**config.mk**
```make
export PLATFORM = sky130hd
export DESIGN_NAME = dsp_issue_ctrl_flat
export DESIGN_NICKNAME = d
export VERILOG_FILES = /design/src/rtl/dsp_issue_ctrl_if.sv /design/src/rtl/dsp_issue_ctrl.sv /design/src/flat_wrapper.sv
export SDC_FILE = /design/constraint.sdc
export NUM_CORES = 1
export LEC_CHECK = 0
export BUFFER_PORTS_ARGS = -buffer_cell sky130_fd_sc_hd__buf_2
export CAP_MARGIN = 25
export CORE_ASPECT_RATIO = 0.6
export CORE_MARGIN = 3
export CORE_UTILIZATION = 60
export CTS_CLUSTER_SIZE = 10
export DETAILED_ROUTE_END_ITERATION = 8
export GPL_TIMING_DRIVEN = 1
export PLACE_DENSITY = 0.8
export SYNTH_ARGS = -nofsm -noshare
export SYNTH_HDL_FRONTEND = slang
export SYNTH_SLANG_ARGS = --single-unit
```
**constraint.sdc**
```tcl
create_clock -name clk -period 3.7 [get_ports clk]
set_input_delay 0.185 -clock clk [delete_from_list [all_inputs] [get_ports clk]]
set_output_delay 0.185 -clock clk [all_outputs]
set_load 0.02 [all_outputs]
```
**src/rtl/dsp_issue_ctrl_if.sv**
```systemverilog
// -----------------------------------------------------------------------------
// dsp_issue_ctrl_if
//   Bundle between the instruction decoder and the DSP issue controller.
//
//   Decoder -> controller : in_valid, in_rd, in_rs1, in_rs2,
//                           in_reg_write, in_mac_enable, in_simd_enable
//   Controller -> decoder : in_ready (combinational accept)
//   Controller -> units   : issue_valid, issue_unit, issue_rd
//   Controller -> RF      : wb_valid, wb_unit, wb_rd
//   Status                : busy
//
//   Unit encoding on issue_unit / wb_unit: 00 ALU, 01 MAC, 10 SIMD.
//   Modports: master = decoder/environment side, slave = controller side.
// -----------------------------------------------------------------------------
interface dsp_issue_ctrl_if;
  logic       in_valid;
  logic       in_ready;
  logic [4:0] in_rd;
  logic [4:0] in_rs1;
  logic [4:0] in_rs2;
  logic       in_reg_write;
  logic       in_mac_enable;
  logic       in_simd_enable;

  logic       issue_valid;
  logic [1:0] issue_unit;
  logic [4:0] issue_rd;

  logic       wb_valid;
  logic [1:0] wb_unit;
  logic [4:0] wb_rd;

  logic       busy;

  modport master (
    output in_valid, in_rd, in_rs1, in_rs2,
           in_reg_write, in_mac_enable, in_simd_enable,
    input  in_ready, issue_valid, issue_unit, issue_rd,
           wb_valid, wb_unit, wb_rd, busy
  );

  modport slave (
    input  in_valid, in_rd, in_rs1, in_rs2,
           in_reg_write, in_mac_enable, in_simd_enable,
    output in_ready, issue_valid, issue_unit, issue_rd,
           wb_valid, wb_unit, wb_rd, busy
  );
endinterface

```
**src/rtl/dsp_issue_ctrl.sv**
```systemverilog
// -----------------------------------------------------------------------------
// dsp_issue_ctrl
//   Single-issue dispatch controller for an ALU / MAC / SIMD datapath.
//   Accepts one decoded instruction per cycle when no hazard exists, strobes
//   it to the selected unit one cycle later, and produces the register-file
//   writeback strobe when the unit's fixed latency has elapsed.
//
//   Hazard tracking:
//     - 32-bit pending mask (scoreboard) for RAW/WAW, no bypass.
//     - Non-pipelined MAC guarded by a busy counter.
//     - 8-entry writeback reservation shift register so that two units never
//       write back in the same cycle; it also carries the rd/unit tag of each
//       reserved writeback.
//
//   Ports:
//     clk   - clock, rising edge
//     rst   - synchronous, active-high reset
//     flush - synchronous abort of all in-flight work
//     bus   - dsp_issue_ctrl_if.slave (decoder handshake, issue, writeback)
//
//   Parameters:
//     MAC_LAT  - MAC latency, issue handshake to writeback (2..7)
//     SIMD_LAT - SIMD latency, issue handshake to writeback (1..7)
// -----------------------------------------------------------------------------
module dsp_issue_ctrl #(
  parameter int unsigned MAC_LAT  = 3,
  parameter int unsigned SIMD_LAT = 2
) (
  input  logic            clk,
  input  logic            rst,
  input  logic            flush,
  dsp_issue_ctrl_if.slave bus
);

  typedef enum logic [1:0] {
    UNIT_ALU  = 2'b00,
    UNIT_MAC  = 2'b01,
    UNIT_SIMD = 2'b10
  } unit_e;

  localparam logic [2:0] ALU_L  = 3'd1;
  localparam logic [2:0] MAC_L  = 3'(MAC_LAT);
  localparam logic [2:0] SIMD_L = 3'(SIMD_LAT);

  // Architectural state
  logic [31:0] pending;
  logic [31:0] pending_next;
  logic [7:0]  resv;        // resv[k]: a writeback leaves at (now + 1 + k)
  logic [7:0]  resv_next;
  logic [2:0]  mac_cnt;
  logic [2:0]  mac_cnt_next;
  logic [4:0]  tag_rd   [8];
  unit_e       tag_unit [8];

  // Output registers
  logic        issue_valid_q;
  unit_e       issue_unit_q;
  logic [4:0]  issue_rd_q;
  logic        wb_valid_q;
  unit_e       wb_unit_q;
  logic [4:0]  wb_rd_q;

  // Decode of the presented instruction
  unit_e       sel_unit;
  logic [2:0]  sel_lat;
  logic [2:0]  wr_idx;
  logic        raw_ok;
  logic        waw_ok;
  logic        mac_ok;
  logic        slot_ok;
  logic        ready;
  logic        hs;
  logic        hs_wr;

  // ---------------------------------------------------------------------------
  // Unit select: MAC wins over SIMD, ALU is the fallback.
  // ---------------------------------------------------------------------------
  // NOTE: every always_comb output gets a default first so no path leaves it
  // unassigned; otherwise synthesis infers a latch.
  always_comb begin
    sel_unit = UNIT_ALU;
    sel_lat  = ALU_L;
    if (bus.in_mac_enable) begin
      sel_unit = UNIT_MAC;
      sel_lat  = MAC_L;
    end else if (bus.in_simd_enable) begin
      sel_unit = UNIT_SIMD;
      sel_lat  = SIMD_L;
    end
  end

  // The reservation is checked at index L (writeback at T+1+L as seen now)
  // but written at L-1 because the register shifts down on the same edge.
  assign wr_idx = sel_lat - 3'd1;

  // ---------------------------------------------------------------------------
  // Accept logic. Independent of in_valid so the decoder can look ahead.
  // ---------------------------------------------------------------------------
  assign raw_ok  = !pending[bus.in_rs1] && !pending[bus.in_rs2];
  assign waw_ok  = !bus.in_reg_write || !pending[bus.in_rd];
  assign mac_ok  = (sel_unit != UNIT_MAC) || (mac_cnt == 3'd0);
  assign slot_ok = !bus.in_reg_write || !resv[sel_lat];

  assign ready   = !rst && !flush && raw_ok && waw_ok && mac_ok && slot_ok;
  assign hs      = bus.in_valid && ready;
  assign hs_wr   = hs && bus.in_reg_write;

  // ---------------------------------------------------------------------------
  // Next-state for scoreboard, reservations and MAC counter.
  // A writeback clears its bit at the end of the wb_valid cycle, so a reader
  // sees the register free only on the following cycle (no bypass).
  // ---------------------------------------------------------------------------
  always_comb begin
    pending_next = pending;
    if (wb_valid_q) pending_next[wb_rd_q] = 1'b0;
    if (hs_wr && (bus.in_rd != 5'd0)) pending_next[bus.in_rd] = 1'b1;
    pending_next[0] = 1'b0;

    resv_next = {1'b0, resv[7:1]};
    if (hs_wr) resv_next[wr_idx] = 1'b1;

    // The handshake cycle itself counts as the first MAC busy cycle, so the
    // register holds MAC_LAT after the edge and the next MAC is accepted
    // MAC_LAT+1 cycles after the previous one.
    mac_cnt_next = mac_cnt;
    if (hs && (sel_unit == UNIT_MAC)) mac_cnt_next = MAC_L;
    else if (mac_cnt != 3'd0)         mac_cnt_next = mac_cnt - 3'd1;
  end

  // ---------------------------------------------------------------------------
  // Control state. Reset has priority over flush; both discard in-flight work.
  // ---------------------------------------------------------------------------
  // NOTE: sequential state uses non-blocking assignments so every register
  // samples the pre-edge values; blocking here would create ordering races.
  always_ff @(posedge clk) begin
    if (rst) begin
      pending       <= '0;
      resv          <= '0;
      mac_cnt       <= '0;
      issue_valid_q <= 1'b0;
      issue_unit_q  <= UNIT_ALU;
      issue_rd_q    <= '0;
      wb_valid_q    <= 1'b0;
      wb_unit_q     <= UNIT_ALU;
      wb_rd_q       <= '0;
    end else if (flush) begin
      pending       <= '0;
      resv          <= '0;
      mac_cnt       <= '0;
      issue_valid_q <= 1'b0;
      wb_valid_q    <= 1'b0;
    end else begin
      pending       <= pending_next;
      resv          <= resv_next;
      mac_cnt       <= mac_cnt_next;
      issue_valid_q <= hs;
      if (hs) begin
        issue_unit_q <= sel_unit;
        issue_rd_q   <= bus.in_rd;
      end
      wb_valid_q <= resv[0];
      if (resv[0]) begin
        wb_unit_q <= tag_unit[0];
        wb_rd_q   <= tag_rd[0];
      end
    end
  end

  // ---------------------------------------------------------------------------
  // Writeback tags travel alongside the reservation bits.
  // ---------------------------------------------------------------------------
  // NOTE: the tag array has no reset; an entry is only consumed when its
  // reservation bit is set, and those bits are reset/flushed above.
  always_ff @(posedge clk) begin
    for (int i = 0; i < 7; i++) begin
      tag_rd[i]   <= tag_rd[i+1];
      tag_unit[i] <= tag_unit[i+1];
    end
    if (hs_wr) begin
      tag_rd[wr_idx]   <= bus.in_rd;
      tag_unit[wr_idx] <= sel_unit;
    end
  end

  // ---------------------------------------------------------------------------
  // Outputs
  // ---------------------------------------------------------------------------
  assign bus.in_ready    = ready;
  assign bus.issue_valid = issue_valid_q;
  assign bus.issue_unit  = issue_unit_q;
  assign bus.issue_rd    = issue_rd_q;
  assign bus.wb_valid    = wb_valid_q;
  assign bus.wb_unit     = wb_unit_q;
  assign bus.wb_rd       = wb_rd_q;
  assign bus.busy        = (pending != '0) || (resv != '0) ||
                           (mac_cnt != 3'd0) || issue_valid_q;

endmodule

```
**src/flat_wrapper.sv**
```systemverilog
// flat-port wrapper written by rule: the top's interface ports become plain ports
module dsp_issue_ctrl_flat 
#(
  parameter int unsigned MAC_LAT  = 3,
  parameter int unsigned SIMD_LAT = 2
)
  (clk, rst, flush, bus_in_valid, bus_in_rd, bus_in_rs1, bus_in_rs2, bus_in_reg_write, bus_in_mac_enable, bus_in_simd_enable, bus_in_ready, bus_issue_valid, bus_issue_unit, bus_issue_rd, bus_wb_valid, bus_wb_unit, bus_wb_rd, bus_busy);
  dsp_issue_ctrl_if bus_i ();
  input  logic clk;
  input  logic rst;
  input  logic flush;
  input wire logic [$bits(bus_i.in_valid)-1:0] bus_in_valid;
  input wire logic [$bits(bus_i.in_rd)-1:0] bus_in_rd;
  input wire logic [$bits(bus_i.in_rs1)-1:0] bus_in_rs1;
  input wire logic [$bits(bus_i.in_rs2)-1:0] bus_in_rs2;
  input wire logic [$bits(bus_i.in_reg_write)-1:0] bus_in_reg_write;
  input wire logic [$bits(bus_i.in_mac_enable)-1:0] bus_in_mac_enable;
  input wire logic [$bits(bus_i.in_simd_enable)-1:0] bus_in_simd_enable;
  output wire logic [$bits(bus_i.in_ready)-1:0] bus_in_ready;
  output wire logic [$bits(bus_i.issue_valid)-1:0] bus_issue_valid;
  output wire logic [$bits(bus_i.issue_unit)-1:0] bus_issue_unit;
  output wire logic [$bits(bus_i.issue_rd)-1:0] bus_issue_rd;
  output wire logic [$bits(bus_i.wb_valid)-1:0] bus_wb_valid;
  output wire logic [$bits(bus_i.wb_unit)-1:0] bus_wb_unit;
  output wire logic [$bits(bus_i.wb_rd)-1:0] bus_wb_rd;
  output wire logic [$bits(bus_i.busy)-1:0] bus_busy;
  assign bus_i.in_valid = bus_in_valid;
  assign bus_i.in_rd = bus_in_rd;
  assign bus_i.in_rs1 = bus_in_rs1;
  assign bus_i.in_rs2 = bus_in_rs2;
  assign bus_i.in_reg_write = bus_in_reg_write;
  assign bus_i.in_mac_enable = bus_in_mac_enable;
  assign bus_i.in_simd_enable = bus_in_simd_enable;
  assign bus_in_ready = bus_i.in_ready;
  assign bus_issue_valid = bus_i.issue_valid;
  assign bus_issue_unit = bus_i.issue_unit;
  assign bus_issue_rd = bus_i.issue_rd;
  assign bus_wb_valid = bus_i.wb_valid;
  assign bus_wb_unit = bus_i.wb_unit;
  assign bus_wb_rd = bus_i.wb_rd;
  assign bus_busy = bus_i.busy;
  dsp_issue_ctrl #(.MAC_LAT(MAC_LAT), .SIMD_LAT(SIMD_LAT)) u_core (.clk(clk), .rst(rst), .flush(flush), .bus(bus_i));
endmodule
```
# After elaboration in Yosys (flattened, before gate mapping)
# Memories as Yosys holds them, arrays and structs flattened. A register that Yosys moved wholly into a read port is not among the register bits.
# Index checks and enable logic that the tools add are counted.
# Widths: inputs -> output; s select.
[op_classes]
n_bitwise = 6
addsub = 2
n_eq_ne = 2
reduce_logical = 37
n_mux = 25
magnitude_cmp = 9
[op_table]
columns = ["operator", "count"]
rows = [
  ["$mux 32", 2],
  ["$and 32x32->32", 1],
  ["$not 32->32", 1],
  ["$or 32x32->32", 1],
  ["$reduce_bool 32->1", 1],
  ["$lt 5x6->1 const B", 4],
  ["$bmux 1 s5", 3],
  ["$logic_and 1x1->1", 13],
  ["$mux 2", 6],
  ["$demux 1 s5", 2],
  ["$ge 5x1->1 const B", 2],
  ["$mux 1", 9],
  ["$or 7x8->8", 1],
  ["$reduce_bool 8->1", 1],
  ["$logic_not 1->1", 7],
  ["$mux 7", 1],
  ["$logic_or 1x1->1", 6],
  ["$reduce_or 3->1", 2],
  ["$reduce_bool 5->1", 1],
  ["$lt 2x4->1 const B", 1],
  ["$lt 3x4->1 const B", 1],
  ["$reduce_and 2->1", 2],
  ["$bmux 1 s3", 1],
  ["$demux 1 s3", 1],
  ["other kinds (10)", 11],
]
[word_totals]
input_bits = 22
ramBits = 56
output_inout_bits = 18
elab_cells = 93
mem_count = 2
ff_bits = 52
[mem_list]
columns = ["name", "words", "word_bits", "read_ports", "rd_ports_with_merged_regs", "write_ports", "line_no", "rtl"]
rows = [
  ["u_core.tag_rd", 8, 5, 8, 1, 8, "dsp_issue_ctrl.sv:52", "logic [4:0] tag_rd [8];"],
  ["u_core.tag_unit", 8, 2, 8, 1, 8, "dsp_issue_ctrl.sv:53", "unit_e tag_unit [8];"],
]

# Longest topological paths before layout
[depth]
ltp_word = 12
depth_mapped = 10
ltp_nobuf = 9

# Worst setup path before layout
# Ideal clock, no wire load.
[synth_timing]
path_type = "input to register"
start = "input port bus_in_rs1[0]"
end = "memory u_core.tag_rd[6][0]"
arrival_ps = 2465
n_path_buf = 2
required_ps = 3579
path_slack_ps = 1114
path_stages = 9
setup_time_ps = 121
cell_sequence = "buf_6 mux4_2 nor2b_1 a211o_1 a2111oi_4 and4_4 and3_1 buf_2 mux2_2"
[synth_rtl]
columns = ["item", "line_no", "rtl"]
rows = [
  ["start, declared", "flat_wrapper.sv:14", "input wire logic [$bits(bus_i.in_rs1)-1:0] bus_in_rs1;"],
  ["end, declared", "dsp_issue_ctrl.sv:52", ""],
]

==> flow_summary.json <==
{
  "run_status": "finished clean",
  "yosys_warnings": 0,
  "max_cap_violations": 0,
  "grt_antenna_before_repair": 0,
  "hold_violations": 0,
  "required_ns": 4.00,
  "ant_nets": 0,
  "p_total_mw": 3.15,
  "die_w_um": 125,
  "synthTopCellsByCount": "dfxtp_1 (107), mux2_2 (44), mux2i_1 (34)",
  "synthMuxAreaShare_pct": 21.8,
  "drive_above_1_share_pct": 26.4,
  "cp_num_buf_inv": 0,
  "crit_fanout": 12,
  "setup_tns_ns": 0,
  "path_delay_family": "simple AND/OR/NAND/NOR gates",
  "power_density_nw_per_um2": 527,
  "synth_cell_types": 53,
  "synth.net_count": 504,
  "clock_skew_ns": 0.00459,
  "setup-violations-final": 0,
  "synth.cell_area_um2": 5130,
  "cp-start-kind": "flip-flop",
  "cts_tree": "done",
  "arrival_ns": 3.33,
  "slowest_delay_ns": 0.48,
  "synth_top_family_by_area": "multiplexers",
  "synth_most_common_cell": "dfxtp_1",
  "syn_to_final_growth_pct": 16.5,
  "via_per_inst": 6.44,
  "wl_um": 13800,
  "fillers": 558,
  "rows": 25,
  "drtIter0Drc": 552,
  "dieHeight_um": 77.6,
  "clock.fmax_mhz": 330,
  "io_buffers": 39,
  "synth_ff_type": "dfxtp_1",
  "cts_root_buf": "clkbuf_16",
  "synth_simple_gate_area_share_pct": 14.1,
  "synth-xor-area-share_pct": 0.171,
  "synthArstFlopShare_pct": 0,
  "initial_utilization_pct": 63.6,
  "drc_errors": 0,
  "p_leak_nw": 2.30,
  "cp_slowest_cell": "mux4_2",
  "synth-compound-area-share_pct": 13.0,
  "ys_ff_latch": 114,
  "vias": 4040,
  "cts_resized": 0,
  "ys_seq_area_share_pct": 45.9,
  "maxSlewHeadroom_pct": 42.5,
  "post_drt_wl_per_cell_um": 22.0,
  "grt_max_degree": 26,
  "vdd.ir_drop.worst_mv": 0.350,
  "clkSlewWorstSetupHoldPaths_ns": 0.05,
  "path_cells": "mux4_2, nor2b_1, a211o_1, a2111oi_4, and4_4, and3_1, mux2_2",
  "avgSynthCellArea_um2": 10.8,
  "synth-edff-count": 7,
  "rsz0062_at_grt": "no",
  "grt_first_pass_wirelength_um": 21800,
  "core_area_um2": 8070,
  "yosysTopAreaCell": "dfxtp_1",
  "detail_route.first_pass.iterations": 4,
  "finalNetCount": 534,
  "crit_type": "flip-flop to flip-flop",
  "antennaDiodeCount": 0,
  "synth_cells": 476,
  "synthAdderAreaFrac_pct": 1.46,
  "grt_use_total_pct": 29.2,
  "first_global_vias": 3902,
  "netlist.area_leader.share_pct": 41.8,
  "tightest_slew_ns": 0.861,
  "end_kind": "flip-flop",
  "hpwl_um": 9490,
  "period_share_pct": 82.0,
  "clock_latency_ns": 0.41,
  "drv_slew": 0,
  "cts_buffers": 17,
  "die-area_um2": 9730,
  "cts-hold-fix-buffers": 0,
  "min_path_type": "input port to flip-flop",
  "cts_setup_buffers": 0,
  "cts_max_level": 4,
  "clock-sinks": 114,
  "grt_overflow": 0,
  "io_pins": 40,
  "synth_area_leaders": "dfxtp_1 (42%), mux2_2 (9.7%), mux2i_1 (6.6%)",
  "place.gp.congestion": 0.998,
  "fin_crit_ns": 3.03,
  "cts_max_path_buffers": 2
}
==> registers in the layout, summed over array words and instances, names as in the netlist <==
signal and count:
u_core.bus.issue_rd 5, u_core.bus.issue_unit 2, u_core.bus.issue_valid 1, u_core.bus.wb_rd 5, u_core.bus.wb_unit 2, u_core.bus.wb_valid 1
u_core.mac_cnt 3, u_core.pending 31, u_core.resv 8, u_core.tag_rd 40, u_core.tag_unit 16
==> power breakdown <==
part	switching (mW)	internal, mW	total, mW
sequential	0.00647	1.25	1.26
clock	0.582	1.12	1.70
combinational	0.121	0.0689	0.190
==> per-layer routing <==
metal,GRT usage (%),part of all wire [%],wire (um),vias to the layer above
li1,-,-,-,1833
met5,2.14,0.21,29,-
met4,8.23,1.1,158,2
met2,37.7,41,5590,254
met3,13.3,13,1840,22
met1,43.3,45,6150,1929
==> worst register-to-register path, stage by stage (launching register included) <==
cell and delay [ns]:
dfxtp_1 0.39, mux4_2 0.48, nor2b_1 0.14, a211o_1 0.32, a2111oi_4 0.40, and4_4 0.43, and3_1 0.39, mux2_2 0.38
==> metrics by stage <==
stage | hold slack (ns) | instance area, um2 | utilization, % | cells | worst slack, ns
after detailed placement | 0.395 | 5360 | 66.4 | 595 | 0.551
after CTS | 0.0878 | 5980 | 74.1 | 627 | 0.718
after floorplan | 0.284 | 5130 | - | 476 | 1.11
after global routing | 0.107 | 5980 | 74.1 | 627 | 0.587
after global placement | 0.389 | 5330 | 66.1 | 594 | 0.656
final | 0.0993 | 5980 | 74.1 | 627 | 0.667
==> worst paths after layout <==
| kind | startpoint | end | slack [ns] | cells after the start |
|---|---|---|---|---|
| worst max-delay path | u_core.pending[18] | u_core.tag_rd[6][0] | 0.67 | 7 |
| worst min-delay path | bus_in_simd_enable | u_core.tag_unit[4][0] | 0.1 | 3 |
| worst min register to register | u_core.tag_unit[6][1] | u_core.tag_unit[5][1] | 0.41 | 1 |
| worst max register to register | u_core.pending[18] | u_core.tag_rd[6][0] | 0.67 | 7 |
==> cell type report <==
type                    count  area [um2]  area share (%)
repair buffers             42         238            3.98
clock inverters            15         190            3.18
clock buffers              17         425            7.12
inverters                  11        41.3           0.691
well taps                 108         135            2.26
multi-input cells         320        2590            43.4
flip-flops and latches    114        2350            39.4
==> placed cells by master (no fill, tap or decap), types with 4 or more instances in the layout <==
| cell type | n |
|---|---|
| dfxtp_1 | 107 |
| a21oi_1 | 9 |
| nor2b_1 | 8 |
| bufinv_16 | 4 |
| nor4_1 | 11 |
| o21ai_0 | 31 |
| o211ai_1 | 33 |
| nand3b_1 | 8 |
| nand2_1 | 15 |
| clkinvlp_4 | 4 |
| buf_2 | 39 |
| inv_1 | 10 |
| o31ai_1 | 7 |
| nor2_1 | 25 |
| mux2_2 | 44 |
| mux2i_1 | 34 |
| nand2b_1 | 15 |
| clkbuf_16 | 17 |
| mux4_2 | 9 |
| and2_1 | 9 |
| ha_1 | 6 |
| and3_1 | 4 |
| nand3_1 | 8 |
| edfxtp_1 | 7 |
==> kinds of logic (layout without fill, tap and decap cells) <==
logic type,count (synthesis),count (layout)
buffers and inverters,42,85
adder cells (fa/ha/maj),6,6
AO/OA/AOI/OAI,98,98
flip-flops,114,114
XOR/XNOR,1,1
multiplexers,90,90
AND/OR/NAND/NOR,125,125
No activity file was read; power rests on OpenSTA's default activity.
